--- src/rtl/mod_arith_pkg.sv ---
// mod_arith_pkg: shared FSM states, sizing constants and operand masking for the modular-multiply front end
package mod_arith_pkg;

    typedef enum logic [1:0] {IDLE, MUL, RED, OUT} state_e;

    localparam int DEF_WIDTH = 128;
    localparam int DEF_DIGIT = 4;
    localparam int N         = DEF_WIDTH / DEF_DIGIT;
    localparam int CNT_W     = $clog2(N);
    localparam int MAX_W     = 1024;

    function automatic int steps(input int w, input int d);
        return w / d;
    endfunction

    function automatic int cnt_bits(input int n);
        return (n > 1) ? $clog2(n) : 1;
    endfunction

    function automatic logic [MAX_W-1:0] mask_top(input logic [MAX_W-1:0] v, input int w);
        return v & ~(MAX_W'(1) << (w - 1));
    endfunction

endpackage

--- src/rtl/mod_mult_requester_mul_digit_step.sv ---
// mul_digit_step: one radix-2^DIGIT shift-add step, acc_o = (acc_i << DIGIT) + x_i * digit_i
module mul_digit_step #(
    parameter int width = 128,
    parameter int DIGIT = 4
) (
    input  logic [2*width-1:0] acc_i,
    input  logic [width-1:0]   x_i,
    input  logic [DIGIT-1:0]   digit_i,
    output logic [2*width-1:0] acc_o
);
    localparam int W2 = 2 * width;

    assign acc_o = (acc_i << DIGIT) + W2'(x_i) * W2'(digit_i);

endmodule

--- src/rtl/mod_mult_requester.sv ---
// mod_mult_requester: shift-add modular-multiply front end that hands its product to an external reduction unit
module mod_mult_requester
    import mod_arith_pkg::*;
#(
    parameter int width = 128,
    parameter int DIGIT = 4
) (
    input  logic                      clk,
    input  logic                      reset,
    input  logic                      in_valid,
    output logic                      in_ready,
    input  logic [width-1:0]          in_x,
    input  logic [width-1:0]          in_y,
    output logic                      red_enable,
    output logic signed [2*width-1:0] red_a,
    input  logic                      red_done,
    input  logic signed [width-1:0]   red_r,
    output logic                      out_valid,
    input  logic                      out_ready,
    output logic [width-1:0]          out_r,
    output logic                      busy
);
    localparam int NS = steps(width, DIGIT);
    localparam int CW = cnt_bits(NS);

    state_e             state_q, state_d;
    logic [width-1:0]   x_q, x_d, y_q, y_d, out_r_q, out_r_d;
    logic [2*width-1:0] acc_q, acc_d, acc_step;
    logic [CW-1:0]      cnt_q, cnt_d;

    // y is shifted left each MUL cycle so its top digit is always the next one to consume
    mul_digit_step #(.width(width), .DIGIT(DIGIT)) u_step (
        .acc_i   (acc_q),
        .x_i     (x_q),
        .digit_i (y_q[width-1 -: DIGIT]),
        .acc_o   (acc_step)
    );

    // next-state and datapath updates for the IDLE -> MUL -> RED -> OUT sequence
    always_comb begin
        state_d = state_q;
        x_d     = x_q;
        y_d     = y_q;
        acc_d   = acc_q;
        cnt_d   = cnt_q;
        out_r_d = out_r_q;
        unique case (state_q)
            IDLE: if (in_valid) begin
                x_d     = width'(mask_top(MAX_W'(in_x), width));
                y_d     = width'(mask_top(MAX_W'(in_y), width));
                acc_d   = '0;
                cnt_d   = '0;
                state_d = MUL;
            end
            MUL: begin
                acc_d   = acc_step;
                y_d     = y_q << DIGIT;
                cnt_d   = cnt_q + 1'b1;
                state_d = (cnt_q == CW'(NS - 1)) ? RED : MUL;
            end
            RED: if (red_done) begin
                out_r_d = red_r[width-1:0];
                state_d = OUT;
            end
            OUT: state_d = out_ready ? IDLE : OUT;
            default: state_d = IDLE;
        endcase
    end

    // state and datapath registers; reset discards any in-flight operation
    always_ff @(posedge clk) begin
        if (reset) begin
            state_q <= IDLE;
            x_q     <= '0;
            y_q     <= '0;
            acc_q   <= '0;
            cnt_q   <= '0;
            out_r_q <= '0;
        end else begin
            state_q <= state_d;
            x_q     <= x_d;
            y_q     <= y_d;
            acc_q   <= acc_d;
            cnt_q   <= cnt_d;
            out_r_q <= out_r_d;
        end
    end

    assign in_ready   = (state_q == IDLE);
    assign red_enable = (state_q == RED);
    assign red_a      = acc_q;
    assign out_valid  = (state_q == OUT);
    assign out_r      = out_r_q;
    assign busy       = (state_q != IDLE);

endmodule

--- config.mk ---
export PLATFORM = sky130hd
export DESIGN_NAME = mod_mult_requester
export DESIGN_NICKNAME = d
export VERILOG_FILES = /design/src/rtl/mod_arith_pkg.sv /design/src/rtl/mod_mult_requester_mul_digit_step.sv /design/src/rtl/mod_mult_requester.sv
export SDC_FILE = /design/constraint.sdc
export NUM_CORES = 2
export LEC_CHECK = 0
export BUFFER_PORTS_ARGS = -buffer_cell sky130_fd_sc_hd__buf_2
export CORE_MARGIN = 2
export CORE_UTILIZATION = 50
export DETAILED_ROUTE_END_ITERATION = 6
export GPL_TIMING_DRIVEN = 0
export PLACE_DENSITY = 0.72
export SLEW_MARGIN = 20
export SYNTH_ARGS = -nofsm -noshare
export SYNTH_HDL_FRONTEND = slang
export SYNTH_SLANG_ARGS = --single-unit
--- constraint.sdc ---
create_clock -name clk -period 11.8 [get_ports clk]
set_clock_uncertainty 0.05 [all_clocks]
set_input_delay 0.59 -clock clk [delete_from_list [all_inputs] [get_ports clk]]
set_output_delay 0.59 -clock clk [all_outputs]
set_load 0.1 [all_outputs]
**Word level (Yosys, flattened, before mapping)**

Cells that the tools add are included.

- Bits in registers: 646
- Latch bits: 0
- Bits in writable memories: 0
- ROM bits: 0
- Bits of input ports: 389
- Output and inout bits: 388
- Word-level logic and storage cells: 33
- Memories: 0

- Add/subtract/negate cells: 2
- Multipliers: 1
- Divide/modulo/power cells: 0
- Magnitude comparators: 0
- Equal/unequal tests: 6
- Shift-type cells: 0
- Mux-type cells: 11
- Bitwise gates (word level): 0
- Reductions and logical operators: 7

Operators by type and width:

| cell | count |
|---|---|
| 256-bit case mux with 2 select lines | 1 |
| 256-bit by 131-bit adder with 256-bit output | 1 |
| 256-bit 2-to-1 mux | 1 |
| 128-bit case mux with 2 select lines | 1 |
| 127-bit by 4-bit multiplier with 131-bit output | 1 |
| 128-bit 2-to-1 mux | 1 |
| 5-bit case mux with 2 select lines | 1 |
| 2-bit 2-to-1 mux | 4 |
| 2-bit case mux with 4 select lines | 1 |
| 2-bit AND reduction | 4 |
| 5-bit by 1-bit adder with 5-bit output (second input constant) | 1 |
| 5-bit equality test (second input constant) | 1 |
| 5-bit 2-to-1 mux | 1 |
| 2-bit equality test (second input constant) | 2 |
| 2-bit nonzero test | 2 |
| 2-bit by 1-bit equality test with 1-bit output (second input constant) | 1 |
| 2-bit logical NOT | 1 |
| 2-bit by 1-bit != test with 1-bit output (second input constant) | 1 |
| 2-bit != test (second input constant) | 1 |

**Depth between registers and ports, before layout**

- Word-level depth: 3
- Depth in mapped cells: 22
- Mapped depth without buffers: 19

**Hierarchy**

A second synthesis with hierarchy kept.

- Cell total of the unflattened synthesis: 6483
- Area total of the unflattened synthesis: 49640.1 um^2

By module, submodules not included:

| module | instances | cells an instance | area an instance (um^2) | seq. area each (um^2) |
|---|---|---|---|---|
| mul_digit_step | 1 | 3592 | 26267.7 | 0.0 |
| mod_mult_requester | 1 | 2891 | 23372.4 | 12932.4 |

**Least setup slack after synthesis**

OpenSTA, ideal clock, no wires.

- Path type: reg2reg
- Start point: register y_q[126]
- End point: register acc_q[247] (netlist: red_a[247])
- Setup time: 70 ps
- Arrival time: 5643 ps
- Required time: 11680 ps
- Setup slack: 6037 ps
- Cell stages (with the launch flop): 22
- Buffers on the path: 3
- Period minus slack after synthesis: 5763 ps
- Cell sequence: dfxtp_1 > clkbuf_1 > clkbuf_1 > and2_1 > fa_1 > fa_1 > inv_1 > fa_1 > inv_1 > ha_1 > buf_2 > nand4_1 > nor3_4 > nand2_1 > a2111oi_1 > nor2_1 > a2111oi_4 > o2111ai_2 > a2111o_1 > or4_1 > xor2_1 > o21ai_1

- Cells in the longest elaborated chain, start to end: 3

RTL lines:

| element | RTL line | RTL |
|---|---|---|
| start: declaration | mod_mult_requester.sv:27 | `logic [width-1:0] x_q, x_d, y_q, y_d, out_r_q, out_r_d;` |
| start signal: assignment | mod_mult_requester.sv:82 | `y_q <= y_d;` |
| 127-bit by 4-bit multiplier with 131-bit output | mod_mult_requester_mul_digit_step.sv:13 | `assign acc_o = (acc_i << DIGIT) + W2'(x_i) * W2'(digit_i);` |
| 256-bit by 131-bit adder with 256-bit output | mod_mult_requester_mul_digit_step.sv:13 |  |
| 256-bit case mux with 2 select lines | mod_mult_requester.sv:47 | `unique case (state_q)` |
| end signal: assignment | mod_mult_requester.sv:76 | `acc_q <= '0;` |
| end signal: assignment | mod_mult_requester.sv:83 | `acc_q <= acc_d;` |
| end: declaration | mod_mult_requester.sv:28 | `logic [2*width-1:0] acc_q, acc_d, acc_step;` |

No other way between the ends.
A chain may end at the register's enable or synchronous reset.

**Worst setup path in the final report**

- Start point: register y_q[127]
- End point: register acc_q[216] (netlist: red_a[216])

Same word-level chain as after synthesis.

==> impl_metrics.prom <==
# TYPE chip_impl_metric gauge
chip_impl_metric{name="netSwitchingFraction",unit="%"} 29.6
chip_impl_info{name="ys_dominant_reg_cell",value="sky130_fd_sc_hd__dfxtp_1"} 1
chip_impl_metric{name="r2r_slack",unit="ns"} 3.33
chip_impl_metric{name="route.met3.wl",unit="um"} 18700
chip_impl_info{name="path_cells",value="clkbuf_1 > clkbuf_1 > and2_1 > fa_1 > fa_1 > inv_1 > fa_1 > inv_1 > ha_1 > nand4_1 > or4_1 > nor2_1 > o311ai_0 > and3b_1 > nor4_1 > or3b_2 > a21o_1 > clkbuf_1 > nand4_1 > mux2i_1 > nand3_1"} 1
chip_impl_info{name="timing.critical_path.to",value="red_a[216]$_SDFFE_PP0P_"} 1
chip_impl_metric{name="area.sequential",unit="mm2"} 0.0129
chip_impl_metric{name="insertion_delay_to_the_later_sink_of_the_worst_skew_pair",unit="ns"} 0.70
chip_impl_metric{name="syn2layout_area_growth",unit="%"} 17.6
chip_impl_metric{name="grt_start_max_net_pins",unit=""} 14
chip_impl_info{name="rsz0062_at_grt",value="false"} 1
chip_impl_metric{name="mappedNetlistNets",unit=""} 7318
chip_impl_metric{name="report.final.setup_viol",unit=""} 0
chip_impl_metric{name="timing_worst_slew_pin_value",unit="ns"} 1.30
chip_impl_metric{name="asyncSetResetFlopFracSynth",unit="%"} 0
chip_impl_metric{name="worst-endpoint-required",unit="ns"} 12.32
chip_impl_info{name="status",value="finished clean"} 1
chip_impl_metric{name="power.density",unit="mW/mm2"} 100
chip_impl_metric{name="yosys.area.top_type_share",unit="%"} 26.7
chip_impl_info{name="endpoint_kind",value="register"} 1
chip_impl_metric{name="power_frac_seq",unit="%"} 40.5
chip_impl_metric{name="core_region_area",unit="mm2"} 0.0964
chip_impl_info{name="worstReg2RegEnd",value="red_a[216]$_SDFFE_PP0P_"} 1
chip_impl_metric{name="synthesis.area_per_instance",unit="um2"} 7.56
chip_impl_metric{name="ant_nets",unit=""} 0
chip_impl_metric{name="syn_area",unit="mm2"} 0.0485
chip_impl_metric{name="postCtsHoldBufs",unit=""} 0
chip_impl_metric{name="clock_sinks",unit=""} 646
chip_impl_info{name="hold_removal_path_class",value="input pin to register"} 1
chip_impl_metric{name="timing_hold_violations_final",unit=""} 0
chip_impl_info{name="cts_tree",value="yes"} 1
chip_impl_metric{name="worst_hold_path.num_cells",unit=""} 3
chip_impl_metric{name="routed_wirelength",unit="um"} 208000
chip_impl_metric{name="grt_pass1_vias",unit=""} 48400
chip_impl_info{name="source_of_the_critical_timing_path",value="y_q[127]$_SDFFE_PP0P_"} 1
chip_impl_info{name="slowest_stage",value="sky130_fd_sc_hd__clkbuf_1"} 1
chip_impl_metric{name="route.detailed.vias_per_inst",unit=""} 5.74
chip_impl_metric{name="power.share.clock",unit="%"} 46.6
chip_impl_metric{name="accumulated_negative_setup_slack",unit="ns"} 0
chip_impl_metric{name="floorplan.io_pins",unit=""} 777
chip_impl_metric{name="hpwlAfterDp",unit="um"} 169000
chip_impl_metric{name="drt-wirelength-per-cell",unit="um"} 24.1
chip_impl_metric{name="h-tree-depth",unit=""} 3
chip_impl_metric{name="row_count",unit=""} 114
chip_impl_metric{name="grt_overflow_total",unit=""} 0
chip_impl_metric{name="grt_pass1_wl",unit="um"} 305000
chip_impl_info{name="top_post_synthesis_cells_by_area",value="sky130_fd_sc_hd__dfxtp_1 (27%), sky130_fd_sc_hd__fa_1 (16%), sky130_fd_sc_hd__nand2_1 (8.1%)"} 1
chip_impl_metric{name="design.final.nets",unit=""} 8178
chip_impl_info{name="top_signal_layer_used",value="met5"} 1
chip_impl_metric{name="first_iter_violations",unit=""} 4341
chip_impl_metric{name="intPower",unit="W"} 0.00402
chip_impl_info{name="crit_type",value="register to register"} 1
chip_impl_metric{name="ff2ff_path_depth",unit=""} 21
chip_impl_metric{name="total_placed_instance_area",unit="mm2"} 0.0541
chip_impl_info{name="synthMostInstantiatedCell",value="sky130_fd_sc_hd__nand2_1"} 1
chip_impl_metric{name="cts.repair.resized",unit=""} 0
chip_impl_metric{name="timing.max_cap.violations",unit=""} 0
chip_impl_metric{name="final.fill_count",unit=""} 9161
chip_impl_metric{name="synth_edf_count",unit=""} 0
chip_impl_metric{name="drt_drc_violations_left",unit=""} 0
chip_impl_metric{name="crit_path_max_fanout",unit=""} 10
chip_impl_metric{name="critPathMaxStageDelay",unit="ns"} 0.99
chip_impl_info{name="synthDominantAreaCellType",value="sky130_fd_sc_hd__dfxtp_1"} 1
chip_impl_metric{name="multi_input_comb_area",unit="mm2"} 0.0317
chip_impl_metric{name="maxSlewViolCount",unit=""} 0
chip_impl_metric{name="postLayoutCellArea",unit="mm2"} 0.0570
chip_impl_metric{name="wl_met1",unit="um"} 76900
chip_impl_metric{name="layout_worst_path_cycle_share",unit="%"} 71.8
chip_impl_metric{name="fmax",unit="GHz"} 0.118
chip_impl_metric{name="global_route.usage.total",unit="%"} 41.1
chip_impl_metric{name="vias",unit=""} 49700
chip_impl_metric{name="period_minus_ws_final",unit="ns"} 8.47
chip_impl_metric{name="synth_cell_types",unit=""} 81
chip_impl_metric{name="layout-drive-gt1-share",unit="%"} 13.5
chip_impl_metric{name="peakVddDrop",unit="mV"} 0.112
chip_impl_metric{name="worst_slew_margin_rel",unit="%"} 13.4
chip_impl_metric{name="leakage",unit="nW"} 25.4
chip_impl_metric{name="initial_utilization",unit="%"} 50.3
chip_impl_metric{name="synth_warnings",unit=""} 0
chip_impl_info{name="timing.rr.start",value="y_q[127]$_SDFFE_PP0P_"} 1
chip_impl_info{name="startpoint_type",value="register"} 1
chip_impl_info{name="netlist_top_cells_count",value="sky130_fd_sc_hd__nand2_1 (1046), sky130_fd_sc_hd__inv_1 (677), sky130_fd_sc_hd__dfxtp_1 (646)"} 1
chip_impl_metric{name="dieWidth",unit="um"} 315
chip_impl_metric{name="post-cts-setup-buffer-count",unit=""} 0
chip_impl_info{name="cts-root-buf",value="sky130_fd_sc_hd__clkbuf_16"} 1
chip_impl_metric{name="cts-buffers-inserted",unit=""} 79
chip_impl_metric{name="route.met2.wl",unit="um"} 94600
chip_impl_metric{name="switching_power",unit="W"} 0.00169
chip_impl_metric{name="number_of_antenna_violations_at_the_first_check_in_global_routing",unit=""} 47
chip_impl_metric{name="drtPass1Iterations",unit=""} 6
chip_impl_metric{name="gpl.final_weighted_congestion",unit=""} 1.04
chip_impl_metric{name="clock_pin_slew_on_the_worst_setup_and_hold_paths",unit="ns"} 0.07
chip_impl_metric{name="die_area",unit="mm2"} 0.0995
chip_impl_metric{name="cp_data_arrival_time",unit="ns"} 8.99
chip_impl_metric{name="dieHeight",unit="um"} 315
chip_impl_metric{name="combPwrFrac",unit="%"} 12.9
chip_impl_metric{name="place.port_buffers",unit=""} 773
chip_impl_metric{name="sequential_to_total_area_share_from_yosys_stat",unit="%"} 26.7
chip_impl_metric{name="clock_tree.buffer_depth",unit=""} 3
chip_impl_metric{name="ys_ff_latch",unit=""} 646
chip_impl_metric{name="postSynthCellCount",unit=""} 6412
critical path, delay by kind of cell (launching register included):
kind / cells / cell delay, ns
DFF: 1 / 0.40
buffers and inverters: 5 / 1.92
and+or+nand+nor: 9 / 3.32
adders and majority gates: 4 / 1.90
AOI/OAI and AO/OA: 2 / 0.44
muxes: 1 / 0.31
layout by cell type, fill, tap and decap left out, types with 10 or more instances in the layout:
master	Yosys	routed
sky130_fd_sc_hd__nor3_1	92	92
sky130_fd_sc_hd__o21a_1	17	17
sky130_fd_sc_hd__dfxtp_1	646	646
sky130_fd_sc_hd__or4_1	15	15
sky130_fd_sc_hd__clkinv_2	0	12
sky130_fd_sc_hd__o21ai_0	274	274
sky130_fd_sc_hd__clkbuf_1	350	341
sky130_fd_sc_hd__nor4_1	126	126
sky130_fd_sc_hd__a21boi_0	13	13
sky130_fd_sc_hd__o21bai_1	54	53
sky130_fd_sc_hd__nor2b_1	11	11
sky130_fd_sc_hd__and4_1	20	20
sky130_fd_sc_hd__clkbuf_8	0	17
sky130_fd_sc_hd__diode_2	0	44
sky130_fd_sc_hd__and3_1	43	43
sky130_fd_sc_hd__nand2b_1	10	10
sky130_fd_sc_hd__a21o_1	90	90
sky130_fd_sc_hd__nand2_1	1046	1046
sky130_fd_sc_hd__buf_2	12	787
sky130_fd_sc_hd__clkbuf_2	1	21
sky130_fd_sc_hd__xnor2_1	157	157
sky130_fd_sc_hd__ha_1	141	141
sky130_fd_sc_hd__nor2_1	510	508
sky130_fd_sc_hd__o211ai_1	14	14
sky130_fd_sc_hd__a21oi_1	610	609
sky130_fd_sc_hd__or3_1	19	19
sky130_fd_sc_hd__a31oi_1	18	18
sky130_fd_sc_hd__o21ai_1	10	10
sky130_fd_sc_hd__nand3_1	148	148
sky130_fd_sc_hd__a22oi_1	39	39
sky130_fd_sc_hd__fa_1	376	376
sky130_fd_sc_hd__and2_1	512	512
sky130_fd_sc_hd__inv_1	677	677
sky130_fd_sc_hd__xor2_1	76	76
sky130_fd_sc_hd__a211oi_1	22	22
sky130_fd_sc_hd__o31ai_1	13	12
sky130_fd_sc_hd__or2_2	15	15
sky130_fd_sc_hd__nand4_1	126	126
sky130_fd_sc_hd__clkbuf_16	0	79
power by group through the flow:
stage	clock network, W	logic (W)	registers [W]
after floorplan	0	0.000385	0.00240
after global placement	0	0.000709	0.00236
after detailed placement	0	0.000720	0.00236
after CTS	0.00267	0.000725	0.00231
after global routing	0.00275	0.000802	0.00232
final	0.00266	0.000736	0.00231
cells by family (layout without fill, tap and decap cells):
family                     after synthesis  after routing  synth area share, %
and+or+nand+nor                       2713           2713                 26.6
AOI/OAI and AO/OA                     1249           1249                 15.0
buffers and inverters                 1047           1970                 8.15
DFF                                    646            646                 26.7
adders and majority gates              517            517                 19.2
xor gates and xnor gates               233            233                 4.21
muxes                                    7              7                0.145
other                                    0             44                    0
worst min-delay path by stage:
stage                                        from                 endpoint
after floorplan             y_q[123]$_SDFFE_PP0P_    y_q[127]$_SDFFE_PP0P_
after CTS                               red_r[45]   out_r[45]$_SDFFE_PP0P_
after detailed placement   out_r[45]$_SDFFE_PP0P_   out_r[45]$_SDFFE_PP0P_
final                                   red_r[30]   out_r[30]$_SDFFE_PP0P_
after global placement    red_a[254]$_SDFFE_PP0P_  red_a[254]$_SDFFE_PP0P_
after global routing                    red_r[25]   out_r[25]$_SDFFE_PP0P_
layer usage:
layer / vias up / track usage (%)
li1: 22800 / -
met1: 23900 / 48.4
met2: 2400 / 65.7
met3: 589 / 9.25
met4: 8 / 31.0
met5: - / 0
registers in the layout, summed over array words and instances, names as in the netlist:
| name | count |
|---|---|
| red_a | 256 |
| out_r | 128 |
| y_q | 128 |
| x_q | 127 |
| cnt_q | 5 |
| state_q | 2 |
metrics by stage:
step / setup WS (ns) / utilization [%] / instances / total power [W] / hold WS [ns]
2_1_floorplan: 6.04 / - / 6412 / 0.00279 / 0.382
3_3_place_gp: 2.03 / 56.0 / 8461 / 0.00307 / 0.388
3_5_place_dp: 3.67 / 56.1 / 8467 / 0.00308 / 0.396
4_1_cts: 3.64 / 59.0 / 8611 / 0.00571 / 0.0262
5_1_grt: 3.23 / 59.1 / 8644 / 0.00587 / 0.0541
6_report: 3.33 / 59.1 / 8655 / 0.00571 / 0.0536
final cells by class:
type	instances	share of cell area, %
diodes	44	0.193
plain buffers	370	2.52
clock buffers	107	3.95
clock inverters	37	0.994
inverters	677	4.46
multi-input cells	4719	55.5
flip-flops and latches	646	22.7
well taps	1276	2.80
repair buffers	779	6.88
(Power assumes the default switching activity.)
